## src/rtl/rd_ctrl_if.sv

```systemverilog
`default_nettype none
// ============================================================================
//  Module      : rd_ctrl_if
//  Description : Bundle of every handshake and bus signal seen by the cache
//                read controller: core request/response, access (tag/state)
//                port, fetch unit and line data memory read port.
//  Revision    : 1.0  initial release
// ============================================================================
interface rd_ctrl_if #(
  parameter int ADDR_WIDTH = 32,
  parameter int DATA_WIDTH = 32,
  parameter int LIST_DEPTH = 4,
  parameter int LIST_WIDTH = 32
);
  localparam int c_sw = $clog2(LIST_DEPTH);
  localparam int c_ow = $clog2(LIST_WIDTH);
  localparam int c_lw = ADDR_WIDTH - c_ow;

  // core read request
  logic                   rd_valid;
  logic                   rd_ready;
  logic [ADDR_WIDTH-1:0]  rd_addr;
  // core read response
  logic                   rd_resp_valid;
  logic                   rd_resp_ready;
  logic [DATA_WIDTH-1:0]  rd_resp_data;
  // access (tag/state) port
  logic                   acc_req;
  logic [1:0]             acc_cmd;
  logic [c_lw-1:0]        acc_index;
  logic [c_sw-1:0]        acc_tag;
  logic [2:0]             acc_status;
  logic [c_sw-1:0]        return_tag;
  // in-flight line publication
  logic [1:0]             proc_status;
  logic [ADDR_WIDTH-1:0]  proc_addr;
  // fetch unit
  logic                   fetch_req;
  logic [1:0]             fetch_cmd;
  logic [c_sw-1:0]        fetch_tag;
  logic [ADDR_WIDTH-1:0]  fetch_addr;
  logic                   fetch_gnt;
  logic                   fetch_done;
  // line data memory
  logic [c_sw+c_ow-1:0]   mem_raddr;
  logic                   mem_ren;
  logic                   mem_rvalid;
  logic [DATA_WIDTH-1:0]  mem_rdata;

  // controller side
  modport master (
    input  rd_valid, rd_addr, rd_resp_ready,
    input  acc_status, return_tag,
    input  fetch_gnt, fetch_done,
    input  mem_rvalid, mem_rdata,
    output rd_ready, rd_resp_valid, rd_resp_data,
    output acc_req, acc_cmd, acc_index, acc_tag,
    output proc_status, proc_addr,
    output fetch_req, fetch_cmd, fetch_tag, fetch_addr,
    output mem_raddr, mem_ren
  );

  // environment side (core, access port, fetch unit, line memory)
  modport slave (
    output rd_valid, rd_addr, rd_resp_ready,
    output acc_status, return_tag,
    output fetch_gnt, fetch_done,
    output mem_rvalid, mem_rdata,
    input  rd_ready, rd_resp_valid, rd_resp_data,
    input  acc_req, acc_cmd, acc_index, acc_tag,
    input  proc_status, proc_addr,
    input  fetch_req, fetch_cmd, fetch_tag, fetch_addr,
    input  mem_raddr, mem_ren
  );
endinterface : rd_ctrl_if
`default_nettype wire

```

## src/rtl/rd_ctrl.sv

```systemverilog
`default_nettype none
// ============================================================================
//  Module      : rd_ctrl
//  Description : Cache read-side controller. Accepts one core read at a time,
//                looks the line up through the access port, services misses
//                (dirty-victim writeback then fill via the fetch unit, then
//                marks the slot valid-clean), reads the word from line memory
//                and returns it on a valid/ready response channel. The
//                in-flight address is published for collision detection by
//                the write controller.
//                Optional feature macro: RD_CTRL_PERF_CNT_EN adds saturating
//                32-bit hit_cnt / miss_cnt outputs.
//  Revision    : 1.0  initial release
// ============================================================================
module rd_ctrl #(
  parameter int ADDR_WIDTH = 32,
  parameter int DATA_WIDTH = 32,
  parameter int LIST_DEPTH = 4,
  parameter int LIST_WIDTH = 32
) (
  input  logic              clk,
  input  logic              rst_n,
`ifdef RD_CTRL_PERF_CNT_EN
  output logic [31:0]       hit_cnt,
  output logic [31:0]       miss_cnt,
`endif
  rd_ctrl_if.master         bus
);

  localparam int c_sw = $clog2(LIST_DEPTH);
  localparam int c_ow = $clog2(LIST_WIDTH);
  localparam int c_lw = ADDR_WIDTH - c_ow;

  localparam logic [1:0] c_acc_lookup = 2'b00;
  localparam logic [1:0] c_acc_mark   = 2'b01;
  localparam logic [1:0] c_fetch_fill = 2'b01;
  localparam logic [1:0] c_fetch_wb   = 2'b10;
  localparam logic [1:0] c_ps_idle    = 2'b00;
  localparam logic [1:0] c_ps_read    = 2'b01;
  localparam logic [1:0] c_ps_miss    = 2'b10;

  typedef enum logic [2:0] {
    S_IDLE    = 3'd0,
    S_LOOKUP  = 3'd1,
    S_WB      = 3'd2,
    S_FILL    = 3'd3,
    S_UPDATE  = 3'd4,
    S_READ    = 3'd5,
    S_WAIT_RD = 3'd6,
    S_RESP    = 3'd7
  } state_t;

  state_t                  r_state;
  logic                    r_rd_ready;
  logic                    r_resp_valid;
  logic [DATA_WIDTH-1:0]   r_resp_data;
  logic                    r_acc_req;
  logic [1:0]              r_acc_cmd;
  logic [c_lw-1:0]         r_acc_index;
  logic [c_sw-1:0]         r_acc_tag;
  logic [1:0]              r_proc_status;
  logic [ADDR_WIDTH-1:0]   r_proc_addr;
  logic                    r_fetch_req;
  logic [1:0]              r_fetch_cmd;
  logic [c_sw-1:0]         r_fetch_tag;
  logic [ADDR_WIDTH-1:0]   r_fetch_addr;
  logic [c_sw+c_ow-1:0]    r_mem_raddr;
  logic                    r_mem_ren;
  logic [c_sw-1:0]         r_slot;      // hit slot or victim slot from lookup
  logic                    r_gnt_seen;  // fetch accepted, now waiting for done

  // The access port answer only counts while we are actually requesting.
  logic w_acc_ack;
  logic w_lookup_ack;
  assign w_acc_ack    = r_acc_req & bus.acc_status[2];
  assign w_lookup_ack = (r_state == S_LOOKUP) & w_acc_ack;

  // Every output is a register; drive the bus straight from them.
  assign bus.rd_ready      = r_rd_ready;
  assign bus.rd_resp_valid = r_resp_valid;
  assign bus.rd_resp_data  = r_resp_data;
  assign bus.acc_req       = r_acc_req;
  assign bus.acc_cmd       = r_acc_cmd;
  assign bus.acc_index     = r_acc_index;
  assign bus.acc_tag       = r_acc_tag;
  assign bus.proc_status   = r_proc_status;
  assign bus.proc_addr     = r_proc_addr;
  assign bus.fetch_req     = r_fetch_req;
  assign bus.fetch_cmd     = r_fetch_cmd;
  assign bus.fetch_tag     = r_fetch_tag;
  assign bus.fetch_addr    = r_fetch_addr;
  assign bus.mem_raddr     = r_mem_raddr;
  assign bus.mem_ren       = r_mem_ren;

  // Transaction sequencer: state and all registered outputs move together.
  always_ff @(posedge clk) begin
    if (!rst_n) begin
      r_state       <= S_IDLE;
      r_rd_ready    <= 1'b0;
      r_resp_valid  <= 1'b0;
      r_resp_data   <= '0;
      r_acc_req     <= 1'b0;
      r_acc_cmd     <= '0;
      r_acc_index   <= '0;
      r_acc_tag     <= '0;
      r_proc_status <= '0;
      r_proc_addr   <= '0;
      r_fetch_req   <= 1'b0;
      r_fetch_cmd   <= '0;
      r_fetch_tag   <= '0;
      r_fetch_addr  <= '0;
      r_mem_raddr   <= '0;
      r_mem_ren     <= 1'b0;
      r_slot        <= '0;
      r_gnt_seen    <= 1'b0;
    end else begin
      case (r_state)
        S_IDLE: begin
          // rd_ready comes up one cycle after reset release and after RESP.
          r_rd_ready <= 1'b1;
          if (r_rd_ready && bus.rd_valid) begin
            r_rd_ready    <= 1'b0;
            r_proc_addr   <= bus.rd_addr;
            r_acc_index   <= bus.rd_addr[ADDR_WIDTH-1:c_ow];
            r_fetch_addr  <= {bus.rd_addr[ADDR_WIDTH-1:c_ow], {c_ow{1'b0}}};
            r_acc_req     <= 1'b1;
            r_acc_cmd     <= c_acc_lookup;
            r_proc_status <= c_ps_read;
            r_state       <= S_LOOKUP;
          end
        end

        S_LOOKUP: begin
          if (w_acc_ack) begin
            r_acc_req <= 1'b0;
            r_slot    <= bus.return_tag;
            if (bus.acc_status[0]) begin
              r_mem_ren   <= 1'b1;
              r_mem_raddr <= {bus.return_tag, r_proc_addr[c_ow-1:0]};
              r_state     <= S_READ;
            end else begin
              r_proc_status <= c_ps_miss;
              r_fetch_req   <= 1'b1;
              r_fetch_tag   <= bus.return_tag;
              r_gnt_seen    <= 1'b0;
              if (bus.acc_status[1]) begin
                r_fetch_cmd <= c_fetch_wb;
                r_state     <= S_WB;
              end else begin
                r_fetch_cmd <= c_fetch_fill;
                r_state     <= S_FILL;
              end
            end
          end
        end

        S_WB, S_FILL: begin
          // A done pulse only completes the phase once the grant was taken.
          if (r_fetch_req && bus.fetch_gnt) begin
            r_fetch_req <= 1'b0;
            r_gnt_seen  <= 1'b1;
          end else if (r_gnt_seen && bus.fetch_done) begin
            r_gnt_seen <= 1'b0;
            if (r_state == S_WB) begin
              r_fetch_req <= 1'b1;
              r_fetch_cmd <= c_fetch_fill;
              r_state     <= S_FILL;
            end else begin
              r_acc_req <= 1'b1;
              r_acc_cmd <= c_acc_mark;
              r_acc_tag <= r_slot;
              r_state   <= S_UPDATE;
            end
          end
        end

        S_UPDATE: begin
          if (w_acc_ack) begin
            r_acc_req     <= 1'b0;
            r_mem_ren     <= 1'b1;
            r_mem_raddr   <= {r_slot, r_proc_addr[c_ow-1:0]};
            r_proc_status <= c_ps_read;
            r_state       <= S_READ;
          end
        end

        S_READ: begin
          // Single-cycle read strobe.
          r_mem_ren <= 1'b0;
          r_state   <= S_WAIT_RD;
        end

        S_WAIT_RD: begin
          if (bus.mem_rvalid) begin
            r_resp_data  <= bus.mem_rdata;
            r_resp_valid <= 1'b1;
            r_state      <= S_RESP;
          end
        end

        S_RESP: begin
          if (bus.rd_resp_ready) begin
            r_resp_valid  <= 1'b0;
            r_rd_ready    <= 1'b1;
            r_proc_status <= c_ps_idle;
            r_state       <= S_IDLE;
          end
        end

        default: begin
          r_state <= S_IDLE;
        end
      endcase
    end
  end

`ifdef RD_CTRL_PERF_CNT_EN
  // Saturating hit/miss counters, one event per lookup acknowledge.
  always_ff @(posedge clk) begin
    if (!rst_n) begin
      hit_cnt  <= '0;
      miss_cnt <= '0;
    end else if (w_lookup_ack) begin
      if (bus.acc_status[0]) begin
        if (hit_cnt != 32'hFFFF_FFFF) begin
          hit_cnt <= hit_cnt + 32'd1;
        end
      end else begin
        if (miss_cnt != 32'hFFFF_FFFF) begin
          miss_cnt <= miss_cnt + 32'd1;
        end
      end
    end
  end
`endif

endmodule : rd_ctrl
`default_nettype wire

```

## src/flat_wrapper.sv

```systemverilog
// flat-port wrapper written by rule: the top's interface ports become plain ports
module rd_ctrl_flat 
#(
  parameter int ADDR_WIDTH = 32,
  parameter int DATA_WIDTH = 32,
  parameter int LIST_DEPTH = 4,
  parameter int LIST_WIDTH = 32
)
  (clk, rst_n, bus_rd_valid, bus_rd_addr, bus_rd_resp_ready, bus_acc_status, bus_return_tag, bus_fetch_gnt, bus_fetch_done, bus_mem_rvalid, bus_mem_rdata, bus_rd_ready, bus_rd_resp_valid, bus_rd_resp_data, bus_acc_req, bus_acc_cmd, bus_acc_index, bus_acc_tag, bus_proc_status, bus_proc_addr, bus_fetch_req, bus_fetch_cmd, bus_fetch_tag, bus_fetch_addr, bus_mem_raddr, bus_mem_ren);
  rd_ctrl_if #(.ADDR_WIDTH(ADDR_WIDTH), .DATA_WIDTH(DATA_WIDTH), .LIST_DEPTH(LIST_DEPTH), .LIST_WIDTH(LIST_WIDTH)) bus_i ();
  input  logic clk;
  input  logic rst_n;
  input wire logic [$bits(bus_i.rd_valid)-1:0] bus_rd_valid;
  input wire logic [$bits(bus_i.rd_addr)-1:0] bus_rd_addr;
  input wire logic [$bits(bus_i.rd_resp_ready)-1:0] bus_rd_resp_ready;
  input wire logic [$bits(bus_i.acc_status)-1:0] bus_acc_status;
  input wire logic [$bits(bus_i.return_tag)-1:0] bus_return_tag;
  input wire logic [$bits(bus_i.fetch_gnt)-1:0] bus_fetch_gnt;
  input wire logic [$bits(bus_i.fetch_done)-1:0] bus_fetch_done;
  input wire logic [$bits(bus_i.mem_rvalid)-1:0] bus_mem_rvalid;
  input wire logic [$bits(bus_i.mem_rdata)-1:0] bus_mem_rdata;
  output wire logic [$bits(bus_i.rd_ready)-1:0] bus_rd_ready;
  output wire logic [$bits(bus_i.rd_resp_valid)-1:0] bus_rd_resp_valid;
  output wire logic [$bits(bus_i.rd_resp_data)-1:0] bus_rd_resp_data;
  output wire logic [$bits(bus_i.acc_req)-1:0] bus_acc_req;
  output wire logic [$bits(bus_i.acc_cmd)-1:0] bus_acc_cmd;
  output wire logic [$bits(bus_i.acc_index)-1:0] bus_acc_index;
  output wire logic [$bits(bus_i.acc_tag)-1:0] bus_acc_tag;
  output wire logic [$bits(bus_i.proc_status)-1:0] bus_proc_status;
  output wire logic [$bits(bus_i.proc_addr)-1:0] bus_proc_addr;
  output wire logic [$bits(bus_i.fetch_req)-1:0] bus_fetch_req;
  output wire logic [$bits(bus_i.fetch_cmd)-1:0] bus_fetch_cmd;
  output wire logic [$bits(bus_i.fetch_tag)-1:0] bus_fetch_tag;
  output wire logic [$bits(bus_i.fetch_addr)-1:0] bus_fetch_addr;
  output wire logic [$bits(bus_i.mem_raddr)-1:0] bus_mem_raddr;
  output wire logic [$bits(bus_i.mem_ren)-1:0] bus_mem_ren;
  assign bus_i.rd_valid = bus_rd_valid;
  assign bus_i.rd_addr = bus_rd_addr;
  assign bus_i.rd_resp_ready = bus_rd_resp_ready;
  assign bus_i.acc_status = bus_acc_status;
  assign bus_i.return_tag = bus_return_tag;
  assign bus_i.fetch_gnt = bus_fetch_gnt;
  assign bus_i.fetch_done = bus_fetch_done;
  assign bus_i.mem_rvalid = bus_mem_rvalid;
  assign bus_i.mem_rdata = bus_mem_rdata;
  assign bus_rd_ready = bus_i.rd_ready;
  assign bus_rd_resp_valid = bus_i.rd_resp_valid;
  assign bus_rd_resp_data = bus_i.rd_resp_data;
  assign bus_acc_req = bus_i.acc_req;
  assign bus_acc_cmd = bus_i.acc_cmd;
  assign bus_acc_index = bus_i.acc_index;
  assign bus_acc_tag = bus_i.acc_tag;
  assign bus_proc_status = bus_i.proc_status;
  assign bus_proc_addr = bus_i.proc_addr;
  assign bus_fetch_req = bus_i.fetch_req;
  assign bus_fetch_cmd = bus_i.fetch_cmd;
  assign bus_fetch_tag = bus_i.fetch_tag;
  assign bus_fetch_addr = bus_i.fetch_addr;
  assign bus_mem_raddr = bus_i.mem_raddr;
  assign bus_mem_ren = bus_i.mem_ren;
  rd_ctrl #(.ADDR_WIDTH(ADDR_WIDTH), .DATA_WIDTH(DATA_WIDTH), .LIST_DEPTH(LIST_DEPTH), .LIST_WIDTH(LIST_WIDTH)) u_core (.clk(clk), .rst_n(rst_n), .bus(bus_i));
endmodule
```

## config.mk

```make
export PLATFORM = sky130hd
export DESIGN_NAME = rd_ctrl_flat
export DESIGN_NICKNAME = d
export VERILOG_FILES = /design/src/rtl/rd_ctrl_if.sv /design/src/rtl/rd_ctrl.sv /design/src/flat_wrapper.sv
export SDC_FILE = /design/constraint.sdc
export NUM_CORES = 1
export LEC_CHECK = 0
export ABC_AREA = 1
export CORE_ASPECT_RATIO = 1.4
export CORE_MARGIN = 4
export CORE_UTILIZATION = 35
export DETAILED_ROUTE_END_ITERATION = 16
export GPL_ROUTABILITY_DRIVEN = 0
export PLACE_DENSITY = 0.82
export SLEW_MARGIN = 0
export SYNTH_ARGS = -nofsm -noshare
export SYNTH_HDL_FRONTEND = slang
export SYNTH_SLANG_ARGS = --single-unit
```

## constraint.sdc

```tcl
create_clock -name clk -period 1.5 [get_ports clk]
set_clock_uncertainty 0.15 [all_clocks]
set_input_delay 0.225 -clock clk [delete_from_list [all_inputs] [get_ports clk]]
set_output_delay 0.225 -clock clk [all_outputs]
set_load 0.01 [all_outputs]
```

# Word level (Yosys, flattened, before mapping)
# Cells that the tools add are included.
dict set report totals {
  ramBits 0
  n_memories 0
  output_inout_bits 145
  word_cells 132
  latchBits 0
  reg_bits 119
  rom_bits 0
}
dict set report classes {
  n_eq_ne 21
  n_mul 0
  n_addsub 0
  n_mux 60
  shifts 0
  n_reduce_logical 30
  order_cmp 0
  bitwise_logic 4
  div_mod_pow 0
}
# operator n
set op_table {}
lappend op_table {{two-way mux 2 bit} 15}
lappend op_table {{two-way mux 3 bit} 9}
lappend op_table {{two-way mux 1 bit} 22}
lappend op_table {{two-way mux 7 bit} 3}
lappend op_table {{case mux 3 bit (7 select lines)} 1}
lappend op_table {{AND reduction 6 bit} 3}
lappend op_table {{AND reduction 4 bit} 4}
lappend op_table {{case mux 7 bit (2 select lines)} 1}
lappend op_table {{== test 3 bit (second input constant)} 4}
lappend op_table {{inequality test 2 x 1 -> 1 bit (second input constant)} 6}
lappend op_table {{inequality test 2 bit (second input constant)} 6}
lappend op_table {{AND reduction 5 bit} 2}
lappend op_table {{nonzero test 2 bit} 5}
lappend op_table {{case mux 1 bit (2 select lines)} 4}
lappend op_table {{case mux 2 bit (2 select lines)} 2}
lappend op_table {{case mux 2 bit (4 select lines)} 1}
lappend op_table {{AND reduction 2 bit} 4}
lappend op_table {{AND reduction 7 bit} 1}
lappend op_table {{== test 3 x 2 -> 1 bit (second input constant)} 2}
lappend op_table {{inequality test 3 x 1 -> 1 bit (second input constant)} 2}
lappend op_table {{case mux 1 bit (3 select lines)} 2}
lappend op_table {{AND reduction 3 bit} 2}
lappend op_table {{nonzero test 3 bit} 2}
lappend op_table {{nonzero test 4 bit} 1}
lappend op_table {{other kinds (6)} 11}

# Logic depth before layout (Yosys ltp)
dict set report logic_depth {
  depth_word 5
  depth_mapped 10
  ltp_nobuf 9
}

# Worst setup path before layout
# OpenSTA, ideal clock, no wires.
dict set report synth_path {
  path_type {flip-flop to flip-flop}
  start {register u_core.r_state[1]}
  end {register u_core.r_state[0]}
  setup_slack_ns 0.034
  arrival_ns 1.201
  path_buffers 1
  period_less_slack_ns 1.466
  required_ns 1.235
  path_stages_with_launch 9
  cell_sequence {dfxtp_1 > buf_6 > inv_2 > nor2_1 > nand2_1 > nand2_1 > nor2_1 > a21oi_1 > nor2_1}
}
dict set report synth_between {
  elab_chain_cells 5
}
# item line
set synth_lines {}
lappend synth_lines {{start: declaration} rd_ctrl.sv:53} ;# state_t r_state;
lappend synth_lines {{start signal: assignment} rd_ctrl.sv:98} ;# r_state <= S_IDLE;
lappend synth_lines {{start signal: assignment} rd_ctrl.sv:129} ;# r_state <= S_LOOKUP;
lappend synth_lines {{start signal: assignment} rd_ctrl.sv:140} ;# r_state <= S_READ;
lappend synth_lines {{== test 3 x 2 -> 1 bit} {rd_ctrl.sv:117, rd_ctrl.sv:164}}
lappend synth_lines {{two-way mux 3 bit} rd_ctrl.sv:164} ;# if (r_state == S_WB) begin
lappend synth_lines {{two-way mux 3 bit} rd_ctrl.sv:162} ;# end else if (r_gnt_seen && bus.fetch_done) begin
lappend synth_lines {{two-way mux 3 bit} rd_ctrl.sv:159} ;# if (r_fetch_req && bus.fetch_gnt) begin
lappend synth_lines {{case mux 3 bit (7 select lines)} rd_ctrl.sv:117} ;# case (r_state)
# Parallel ways exist; a longest one is shown, timed or not. The select of a mux whose other input is x is not followed.
# A chain may end at the register's enable or synchronous reset.

# Worst setup path in the final report
dict set report layout_path {
  start {register u_core.r_state[2]}
  end {register u_core.r_fetch_cmd[0] (netlist: u_core.bus.fetch_cmd[0])}
}
dict set report layout_between {
  elab_chain_cells 4
}
# item line
set layout_lines {}
lappend layout_lines {{== test 3 x 2 -> 1 bit (on tied branches)} {rd_ctrl.sv:117, rd_ctrl.sv:164}}
lappend layout_lines {{OR reduction 2 bit} rd_ctrl.sv:117}
lappend layout_lines {{inequality test 2 bit (no source line) (tied with other cells)} --}
lappend layout_lines {{AND reduction 6 bit (no source line)} --}
lappend layout_lines {{end signal: assignment} rd_ctrl.sv:147} ;# r_fetch_cmd <= c_fetch_wb;
lappend layout_lines {{end signal: assignment} rd_ctrl.sv:150} ;# r_fetch_cmd <= c_fetch_fill;
lappend layout_lines {{end signal: assignment} rd_ctrl.sv:166} ;# r_fetch_cmd <= c_fetch_fill;
lappend layout_lines {{end: declaration} rd_ctrl.sv:64} ;# logic [1:0] r_fetch_cmd;
# Parallel ways exist; a longest one is shown, timed or not.

==> run metrics <==
post-route setup TNS=-376 ps; CTS buffer count=9; RR Startpoint=u_core.r_state[2]$_SDFFE_PN0P_; Hold Crit Depth=3; FP Rows=45; post-synth top area share=45.6%; Synth area leaders=dfxtp_1 46%, nand2_1 16%, buf_4 12%, a21oi_1 11%, nor2_1 2.6%; largest net degree at the start of global routing=34; first-pass GRT wire length=19,600 µm; final core utilization=60.8%; register area share after synthesis=45.6%; # hold bufs at CTS=0; non-filler cells, final=877; RSZ-0062 raised after global routing=true; io pins=221; Overflow after GRT=0; Mean Syn Cell Area=7.36 µm²; status=finished with violations; Achievable Freq=653 MHz; VDD IR max=636 µV; Worst Path Max Fanout=5; Hold Path End=u_core.bus.rd_resp_data[18]$_SDFFE_PN0P_; FF-to-FF End=u_core.bus.fetch_cmd[0]$_SDFFE_PN0P_; die area=13,200 µm²; CTS tree=yes; initial antenna violation count=0; R2R setup slack=-30 ps; DRC viols=0; Die H=134 µm; GRT Resource Usage Total=18.3%; leakage=3.18 nW; htree depth=3; Yosys top cell by area=dfxtp_1; synthesis-to-finish area growth=67.9%; Core Region=11,000 µm²; R2R depth=8; Final Setup Violations=24; vias in the first global route=4,010; Initial Utilization=36.2%; Cell Area, Synth=4000 µm²; die width=98.3 µm; Clk pin slew, worst setup/hold paths=70 ps; pwr dens=1280 nW/µm²; failing checks=negative setup slack; DPL Wire Length=9620 µm; dpl cells=853; YS warnings=0; CP Launch Type=flop; Wirelength per Cell=15.7 µm; Clock Latency Late Sink=340 ps; worst hold start=bus_mem_rdata[18]; Antenna Nets Post-Route=0; crit path DAT=1620 ps; vias after detailed routing=4,240; Final Cycle Share=102%; crit path time final=1530 ps; Initial DRC Count=175; max-slew violation count=0; Longest Clk Path Bufs=2; WP data required=1590 ps; Synth Instances=543; distinct cell type count after synthesis=23; setup ws final=-30.9 ps; 1st-pass router iterations=6; Nets=808; kind of critical path=flop to flop; CTS sink count=91; Detailed Route WL=13,700 µm; Pwr Total=8.57 mW; PortBufs=214; Hold Path Class=input pin to flop; max_cap viols=0; number of vias per cell=4.83; post-synthesis register bit count=91; Final Hold Viols=0; Critical Path End Type=flop; # diodes=0; CTS Root Cell=clkbuf_16; ratio of cells with drive above 1 in the final layout=21.9%
[state kept, by name, summed over array words and instances (netlist names), 2 cells and up]
| signal | cells |
|---|---|
| u_core.bus.proc_addr | 32 |
| u_core.bus.rd_resp_data | 32 |
| u_core.bus.mem_raddr | 7 |
| u_core.r_state | 3 |
| u_core.bus.acc_tag | 2 |
| u_core.bus.fetch_cmd | 2 |
| u_core.bus.fetch_tag | 2 |
| u_core.bus.proc_status | 2 |
| u_core.r_slot | 2 |
[synth_stat cells]
library cell    n
a211oi_1        1
a21oi_1        89
buf_1           4
buf_2           6
buf_4          64
buf_6           3
clkbuf_1        8
conb_1          1
dfxtp_1        91
inv_1          24
inv_2           4
nand2_1       175
nand2_2         2
nand2_4         1
nand3_1        19
nand3_2         1
nand4_1         4
nand4_2         1
nor2_1         28
nor2_2          2
nor2_4          1
o211ai_1        1
o21ai_0        13
[final cells by class]
class                      instances  area (µm²)
fill                             972        4320
inverter                          28         115
timing repair buffer             258        2460
multi-input combinational        344        1850
clock buffer                       9         225
sequential                        91        1830
clock inverter                     6        50.0
tap                              141         176
[stage by stage]
step | area, µm² | hold WS, ps | setup WS [ps]
after global placement | 6060 | 286 | -224
after floorplan | 4020 | 218 | 34.3
after detailed placement | 6060 | 289 | -240
final | 6710 | 280 | -30.9
after CTS | 6180 | 273 | 8.54
after global routing | 6710 | 281 | -103
[worst max-delay path, cell delays in order, from the launching register on]
cell	delay [ps]
dfxtp_4	370
buf_6	120
nor2_4	200
nand2_4	90
buf_6	130
nand2_4	60
nand4_1	140
nand2_1	130
nor2_2	50
[worst max-delay path by stage]
stage / from / endpoint / slack (ps) / cells past startpoint
2_1_floorplan: u_core.r_state[1]$_SDFFE_PN0P_ / u_core.r_state[0]$_SDFFE_PN0P_ / 30 / 8
3_3_place_gp: bus_rd_valid / u_core.bus.proc_addr[2]$_SDFFE_PN0P_ / -220 / 6
3_5_place_dp: bus_acc_status[2] / u_core.r_state[1]$_SDFFE_PN0P_ / -240 / 8
4_1_cts: u_core.r_state[0]$_SDFFE_PN0P_ / u_core.bus.rd_resp_data[29]$_SDFFE_PN0P_ / 9 / 6
5_1_grt: u_core.r_state[1]$_SDFFE_PN0P_ / u_core.r_state[2]$_SDFFE_PN0P_ / -100 / 8
6_report: u_core.r_state[2]$_SDFFE_PN0P_ / u_core.bus.fetch_cmd[0]$_SDFFE_PN0P_ / -30 / 8
[power breakdown]
part	switching [mW]	leakage (nW)	internal, mW
clock network	0.957	0.129	1.13
logic	1.96	2.31	1.60
registers	0.235	0.739	2.69
total	3.15	3.18	5.41
[placed cells by master, fill, tap and decap left out]
master,instances
dlygate4sd2_1,139
nand2_1,136
dfxtp_1,87
clkdlybuf4s50_1,75
a21oi_1,60
nand2_2,29
a21oi_2,29
buf_4,26
inv_1,21
nor2_1,18
nand3_1,16
nand2_4,13
clkbuf_16,13
nor2_2,8
buf_6,8
o21ai_0,7
conb_1,6
inv_2,5
nor2_4,5
o21ai_1,5
nand4_1,4
buf_12,4
inv_6,3
clkinv_4,3
nand3_2,3
clkinvlp_4,2
buf_8,2
dfxtp_2,2
dfxtp_4,2
nand4_4,1
nand3_4,1
a211oi_2,1
o211ai_1,1
o21ai_2,1
[layer usage]
metal  up-vias  routed length, µm  track usage, %
met5         -                  0               0
met4         0                406            7.74
met3        37               1220            6.05
met2       239               7110            32.2
met1      1922               4990            19.9
li1       2042                  -               -
[timing repair]
| action | 4_1_cts | 5_1_grt |
|---|---|---|
| pin swaps | 1 | 26 |
| buffers inserted | 0 | 4 |
| endpoints found under the setup margin | 204 | 84 |
| cloned | 0 | 5 |
| gates resized for setup | 151 | 119 |
| hold endpoints to repair | 0 | 0 |
[cell families (layout without fill, tap and decap cells)]
| family | count (synthesis) | count (layout) | synth area share [%] |
|---|---|---|---|
| and+or+nand+nor | 234 | 234 | 23.8 |
| buffers and inverters | 113 | 301 | 17.4 |
| AOI/OAI and AO/OA | 104 | 104 | 13.1 |
| DFF | 91 | 91 | 45.6 |
| other | 1 | 6 | 0.0938 |
Power figures use the tool's default switching activity.
